File: config.mk
export PLATFORM = sky130hd
export DESIGN_NAME = dkongjr_vram_arb
export DESIGN_NICKNAME = d
export VERILOG_FILES = /design/src/rtl/dkongjr_vram_arb_pkg.sv /design/src/rtl/dkongjr_arb_age.sv /design/src/rtl/dkongjr_vram_arb.sv
export SDC_FILE = /design/constraint.sdc
export NUM_CORES = 1
export LEC_CHECK = 0
export ABC_AREA = 0
export BUFFER_PORTS_ARGS = -buffer_cell sky130_fd_sc_hd__buf_2
export CAP_MARGIN = 20
export CORE_MARGIN = 5
export CORE_UTILIZATION = 44
export DETAILED_ROUTE_END_ITERATION = 16
export PLACE_DENSITY = 0.91
export REMOVE_ABC_BUFFERS = 1
export SLEW_MARGIN = 25
export SYNTH_ARGS = -nofsm -noshare
export SYNTH_HDL_FRONTEND = slang
export SYNTH_HIERARCHICAL = 1
export SYNTH_SLANG_ARGS = --single-unit
File: constraint.sdc
create_clock -name CLK_12M -period 3.3 [get_ports CLK_12M]
set_clock_uncertainty 0.2 [all_clocks]
set_input_delay 0.66 -clock CLK_12M [delete_from_list [all_inputs] [get_ports CLK_12M]]
set_output_delay 0.66 -clock CLK_12M [all_outputs]
set_load 0.01 [all_outputs]
File: src/rtl/dkongjr_vram_arb_pkg.sv
// Shared types and constants for the Donkey Kong Jr tile-VRAM arbiter.
// Contents: arbiter state enum, address/data widths, default video slot phase,
// and the helper that builds the tile-fetch address from the beam counters.
package dkongjr_vram_arb_pkg;

  localparam int AW = 10;
  localparam int DW = 8;

  localparam logic [3:0] VID_SLOT_DEF = 4'hC;

  typedef enum logic [2:0] {
    IDLE,
    CPU_ISSUE,
    CPU_DONE,
    HS_ISSUE,
    HS_DONE
  } arb_state_t;

  // Row comes from the flipped vertical counter (8-pixel rows), column from
  // H_CNT[8:4]; under flip the column runs right-to-left.
  function automatic logic [AW-1:0] vid_addr(input logic [7:0] vf,
                                              input logic [9:0] h,
                                              input logic       flip);
    return {vf[7:3], h[8:4] ^ {5{flip}}};
  endfunction

endpackage

File: src/rtl/dkongjr_arb_age.sv
// Saturating starvation counter for the hiscore requester.
// Ports: clk/rst (sync, active high), clr and inc controls, at_max flag.
// Counts up to MAX and holds there; clr has priority over inc.
module dkongjr_arb_age #(
  parameter logic [3:0] MAX = 4'd8
) (
  input  logic clk,
  input  logic rst,
  input  logic clr,
  input  logic inc,
  output logic at_max
);

  logic [3:0] cnt;

  always_ff @(posedge clk) begin
    if (rst) begin
      cnt <= 4'd0;
    end else if (clr) begin
      cnt <= 4'd0;
    end else if (inc && (cnt != MAX)) begin
      cnt <= cnt + 4'd1;
    end
  end

  assign at_max = (cnt == MAX);

endmodule

File: src/rtl/dkongjr_vram_arb.sv
// Single-port tile VRAM arbiter: video fetch (fixed slot) > CPU (WAIT-stretched) > hiscore DMA.
// Ports: beam counters/flip/blank in, Z80 bus in/out with WAITn, hiscore req/ack port,
// VRAM macro pins, and the fetched tile code with its valid pulse.
module dkongjr_vram_arb
  import dkongjr_vram_arb_pkg::*;
#(
  parameter logic [3:0] VID_SLOT       = VID_SLOT_DEF,
  parameter bit         CPU_BLOCK_DISP = 1'b1,
  parameter int         HS_MAX_WAIT    = 8
) (
  input  logic          CLK_12M,
  input  logic          I_RESET,
  input  logic [9:0]    I_H_CNT,
  input  logic [7:0]    I_VF_CNT,
  input  logic          I_FLIP,
  input  logic          I_CMPBLK,
  input  logic [AW-1:0] I_AB,
  input  logic [DW-1:0] I_DB,
  input  logic          I_VRAM_WRn,
  input  logic          I_VRAM_RDn,
  output logic [DW-1:0] O_DB,
  output logic          O_CPU_WAITn,
  input  logic          I_HS_REQ,
  input  logic          I_HS_WE,
  input  logic [AW-1:0] I_HS_A,
  input  logic [DW-1:0] I_HS_D,
  output logic          O_HS_ACK,
  output logic [DW-1:0] O_HS_Q,
  output logic [AW-1:0] O_RAM_A,
  output logic [DW-1:0] O_RAM_D,
  output logic          O_RAM_CE,
  output logic          O_RAM_WE,
  input  logic [DW-1:0] I_RAM_Q,
  output logic [DW-1:0] O_TILE,
  output logic          O_TILE_VLD
);

  arb_state_t    state;
  logic          strobe, strobe_q, cpu_edge, cpu_pend, cpu_req;
  logic          vid_slot, next_slot, cpu_free, hs_prio, hs_win, cpu_win;
  logic          rd_cap, hs_rd, tile_cap;
  logic [DW-1:0] db_q, hs_q, tile_q;

  assign strobe   = I_VRAM_RDn & I_VRAM_WRn;
  assign cpu_edge = strobe_q & ~strobe;
  assign cpu_req  = cpu_edge | cpu_pend;

  assign vid_slot  = I_CMPBLK && (I_H_CNT[3:0] == VID_SLOT);
  // Grants are decided one cycle before the access, so a grant is withheld
  // when the following cycle belongs to the video fetch.
  assign next_slot = I_CMPBLK && (I_H_CNT[3:0] == VID_SLOT - 4'd1);
  assign cpu_free  = !next_slot && (!CPU_BLOCK_DISP || !I_CMPBLK);

  assign hs_win  = (state == IDLE) && I_HS_REQ && !next_slot &&
                   (hs_prio || !(cpu_req && cpu_free));
  assign cpu_win = (state == IDLE) && cpu_req && cpu_free && !hs_win;

  dkongjr_arb_age #(
    .MAX (4'(HS_MAX_WAIT))
  ) u_age (
    .clk    (CLK_12M),
    .rst    (I_RESET),
    .clr    (hs_win || !I_HS_REQ),
    .inc    (cpu_win && I_HS_REQ),
    .at_max (hs_prio)
  );

  always_ff @(posedge CLK_12M) begin
    if (I_RESET) begin
      state    <= IDLE;
      strobe_q <= 1'b1;
      cpu_pend <= 1'b0;
      rd_cap   <= 1'b0;
      hs_rd    <= 1'b0;
      tile_cap <= 1'b0;
      db_q     <= '0;
      hs_q     <= '0;
      tile_q   <= '0;
    end else begin
      strobe_q <= strobe;
      cpu_pend <= cpu_req && !cpu_win;
      tile_cap <= vid_slot;
      rd_cap   <= 1'b0;
      if (tile_cap) tile_q <= I_RAM_Q;
      if (rd_cap)   db_q   <= I_RAM_Q;
      case (state)
        IDLE: begin
          if (hs_win)       state <= HS_ISSUE;
          else if (cpu_win) state <= CPU_ISSUE;
        end
        CPU_ISSUE: begin
          rd_cap <= I_VRAM_WRn;          // write wins when both strobes are low
          state  <= CPU_DONE;
        end
        CPU_DONE: begin
          if (strobe) state <= IDLE;     // one access per strobe
        end
        HS_ISSUE: begin
          hs_rd <= ~I_HS_WE;
          state <= HS_DONE;
        end
        HS_DONE: begin
          if (hs_rd) hs_q <= I_RAM_Q;
          state <= IDLE;
        end
        default: state <= IDLE;
      endcase
    end
  end

  // RAM pins follow the current state; reset drops them so an access caught
  // by reset never writes.
  always_comb begin
    O_RAM_CE = 1'b0;
    O_RAM_WE = 1'b0;
    O_RAM_A  = '0;
    O_RAM_D  = '0;
    if (!I_RESET) begin
      if (vid_slot) begin
        O_RAM_CE = 1'b1;
        O_RAM_A  = vid_addr(I_VF_CNT, I_H_CNT, I_FLIP);
      end else if (state == CPU_ISSUE) begin
        O_RAM_CE = 1'b1;
        O_RAM_WE = ~I_VRAM_WRn;
        O_RAM_A  = I_AB;
        O_RAM_D  = I_DB;
      end else if (state == HS_ISSUE) begin
        O_RAM_CE = 1'b1;
        O_RAM_WE = I_HS_WE;
        O_RAM_A  = I_HS_A;
        O_RAM_D  = I_HS_D;
      end
    end
  end

  // Read data is passed straight through in the cycle it returns from the
  // RAM and held from the capture register afterwards.
  assign O_CPU_WAITn = I_RESET || !(cpu_req || (state == CPU_ISSUE));
  assign O_DB        = I_RESET ? '0 : (rd_cap ? I_RAM_Q : db_q);
  assign O_HS_ACK    = !I_RESET && (state == HS_DONE);
  assign O_HS_Q      = I_RESET ? '0 : ((state == HS_DONE && hs_rd) ? I_RAM_Q : hs_q);
  assign O_TILE_VLD  = !I_RESET && tile_cap;
  assign O_TILE      = I_RESET ? '0 : (tile_cap ? I_RAM_Q : tile_q);

endmodule

==> metrics.csv <==
stage,metric,value,unit
power,peakVddDrop,167.2,uV
drt,ant_nets,0,
clock_network,clock_latency,0.28,ns
clock_network,cts_resized,0,
sta,max_freq,0.3645,GHz
setup_path,worstPathArrival,1.88,ns
global_routing,grt_overflow_total,0,
clock_network,cts_buffer_depth,2,
clock_network,cts_sinks,36,
cells_and_area,fillers,385,
drt,viasPerCell,4.979,
cells_and_area,final_cell_mix,"buf_2, nor2_1, mux2i_1, dfxtp_1, nand2_1",
drt,dr_total_vias,1942,
clock_network,clockRootBuffer,clkbuf_8,
setup_path,start_kind,input port,
logic_synthesis,avgSynthCellArea,8.596,um^2
drt,drt-pass1-iter-count,4,
clock_network,post_cts_buffers,0,
drt,wl_per_cell,13.29,um
cells_and_area,final_util,60.80,%
worst_hold_path,hold_class,register to register,
die,initial_core_util,45.60,%
clock_network,cts.reportedPaths.clkPinSlew,0.07,ns
sta,hold_violations,0,
setup_path,r2r-start,state[1]$_SDFFE_PP0P_,
die,fp.dieW,77.18,um
logic_synthesis,ys_ff_latch,36,
logic_synthesis,netlist_area,1986,um^2
power,p_leak,1.244,nW
clock_network,cts-hold-fix-buffers,0,
sta,finalCritPeriodShare,83.14,%
global_routing,grt_max_degree,37,
die,die_y,77.18,um
setup_path,worstPathRequired,2.44,ns
sta,relSlewSlack,62.51,%
power,powerDensity,389.0,nW/um^2
worst_hold_path,min-delay-start,hs_q[4]$_SDFFE_PP0P_,
die,rows,24,
cells_and_area,nets,409,
clock_network,cts_tree,done,
logic_synthesis,synthCells,231,
run,maxCapViolCount,0,
drt,drc,0,
drt,routed_wl,5.183,mm
sta,fin_tns_setup,0,ns
sta,worst_slew_pin_slew,0.5623,ns
die,ioPinCount,117,
cells_and_area,final_common_cell,buf_2,
setup_path,path_max_fanout,20,
setup_path,worst-setup-path-type,input port to primary output,
power,comb_power_share,20.1,%
cells_and_area,area_growth,33.33,%
power,p_int,767.5,uW
logic_synthesis,ys_warn_count,6,
outcome,status,"finished, final reports clean",
sta,rsz0062_at_grt,false,
drt,drtIter0Drc,56,
global_routing,grt_pass1_vias,1955,
global_routing,antenna_found_initial,0,
placement,gp_routability_congestion,0.7679,
setup_path,end_kind,primary output,
global_routing,grt_pass1_wl,8.528,mm
global_routing,track_usage,16.95,%
power,clkPwrFrac,35.8,%
cells_and_area,antenna_cells,0,
die,dieArea,5956,um^2
power,swShare,25.48,%
power,p_sw,262.4,uW
placement,port_buffers,112,
sta,finalSetupViolCount,0,
clock_network,htreeDepth,2,
placement,hpwl,4.083,mm
sta,min_period,2.744,ns
die,core_area,4354,um^2
logic_synthesis,synth_cell_type_count,37,
power,power_frac_seq,44.1,%
cells_and_area,drive_gt1_share,38.46,%
clock_network,numCtsBuffers,5,
setup_path,crit_start,I_CMPBLK,
logic_synthesis,yosysSeqAreaShare,36.29,%
sta,final_max_slew_viol_count,0,
[cell type report]
| type | instances | area (um^2) | area share, % |
|---|---|---|---|
| multi-input combinational | 172 | 1141 | 43.10 |
| sequential | 36 | 720.7 | 27.22 |
| timing repair buffer | 116 | 590.6 | 22.31 |
| clock buffer | 6 | 72.57 | 2.741 |
| tap | 52 | 65.06 | 2.457 |
| clock inverter | 2 | 35.03 | 1.323 |
| inverter | 6 | 22.52 | 0.8507 |
[cells by family after synthesis]
kind of cell	share of synthesized area, %
AOI/OAI and AO/OA	9.515
DFF	36.29
xor gates and xnor gates	2.646
muxes	21.17
adders and majority gates	1.260
and+or+nand+nor	22.87
buffers and inverters	6.237
[metrics by stage]
step                      cell area (um^2)  power (mW)  setup slack, ns  std cells  hold WS [ns]
after detailed placement              2540      0.6709           0.5355        382        0.2830
after global placement                2540      0.6638           0.5704        382        0.2683
final                                 2648       1.030           0.5563        390        0.2937
after CTS                             2648       1.043           0.5291        390        0.3002
after floorplan                       1884      0.5770           0.6077        214        0.2557
after global routing                  2648       1.085           0.4041        390        0.3144
[worst max-delay path, cell delays in order]
cell and delay (ns):
buf_2 0.12, nand2_1 0.11, nor4b_4 0.35, buf_4 0.28
or3_1 0.14, a21oi_1 0.06, buf_2 0.16
[path summary, 6_finish.rpt]
kind	endpoint	slack, ns	cells past startpoint
worst max-delay path	O_RAM_A[7]	0.56	7
worst min-delay path	hs_q[4]$_SDFFE_PP0P_	0.29	2
worst max register to register	u_age/cnt[2]$_SDFFE_PP0P_	1.04	8
worst min register to register	hs_q[4]$_SDFFE_PP0P_	0.29	2
[layer usage]
layer	track usage, %	share of wire (%)	vias up
li1	-	-	996
met1	19.34	40	867
met2	30.81	50	73
met3	5.386	9.1	6
met4	3.093	0.69	0
met5	0	0	-
[power by group through the flow]
stage / clock [mW] / combinational (mW) / sequential (mW)
2_1_floorplan: 0 / 0.100 / 0.477
3_3_place_gp: 0 / 0.201 / 0.463
3_5_place_dp: 0 / 0.207 / 0.464
4_1_cts: 0.381 / 0.209 / 0.454
5_1_grt: 0.397 / 0.233 / 0.455
6_report: 0.369 / 0.207 / 0.454
[sequential cells by signal (all words and copies together), names as in the netlist]
register	flops
cpu_pend	1
db_q	8
state	3
hs_rd	1
tile_q	8
u_age/cnt	4
tile_cap	1
hs_q	8
rd_cap	1
strobe_q	1
[Yosys cell counts]
cell       count  area, um^2
ha_1           2       25.02
inv_2          1       3.750
inv_1          5       18.77
nand2_1       19       71.32
and3_1         3       18.77
a2111oi_0      1       8.760
a21boi_0       2       15.01
nand4_1        1       6.260
buf_1          1       3.750
buf_6          3       33.78
nor4b_1        1       8.760
o311ai_0       1       8.760
nor2b_1        2       12.51
dfxtp_1       36       720.7
nand2b_1       2       12.51
a21boi_2       1       11.26
a21oi_1       14       70.07
nand3_1        2       10.01
nor2_1        46       172.7
clkbuf_1       9       33.78
a311oi_1       1       8.760
o211a_1        1       10.01
buf_8          1       15.01
o21ai_0        3       15.01
a211oi_1       1       7.510
nor3_1         1       5.000
a21oi_2        2       17.52
or3_1         12       75.07
nor3_2         1       10.01
o31a_1         1       8.760
xor2_1         6       52.55
mux2i_1       42       420.4
nor4b_4        1       23.77
a21o_1         1       7.510
nand3b_1       1       7.510
buf_2          3       15.01
nand3b_4       1       20.02
(Power assumes the default switching activity.)
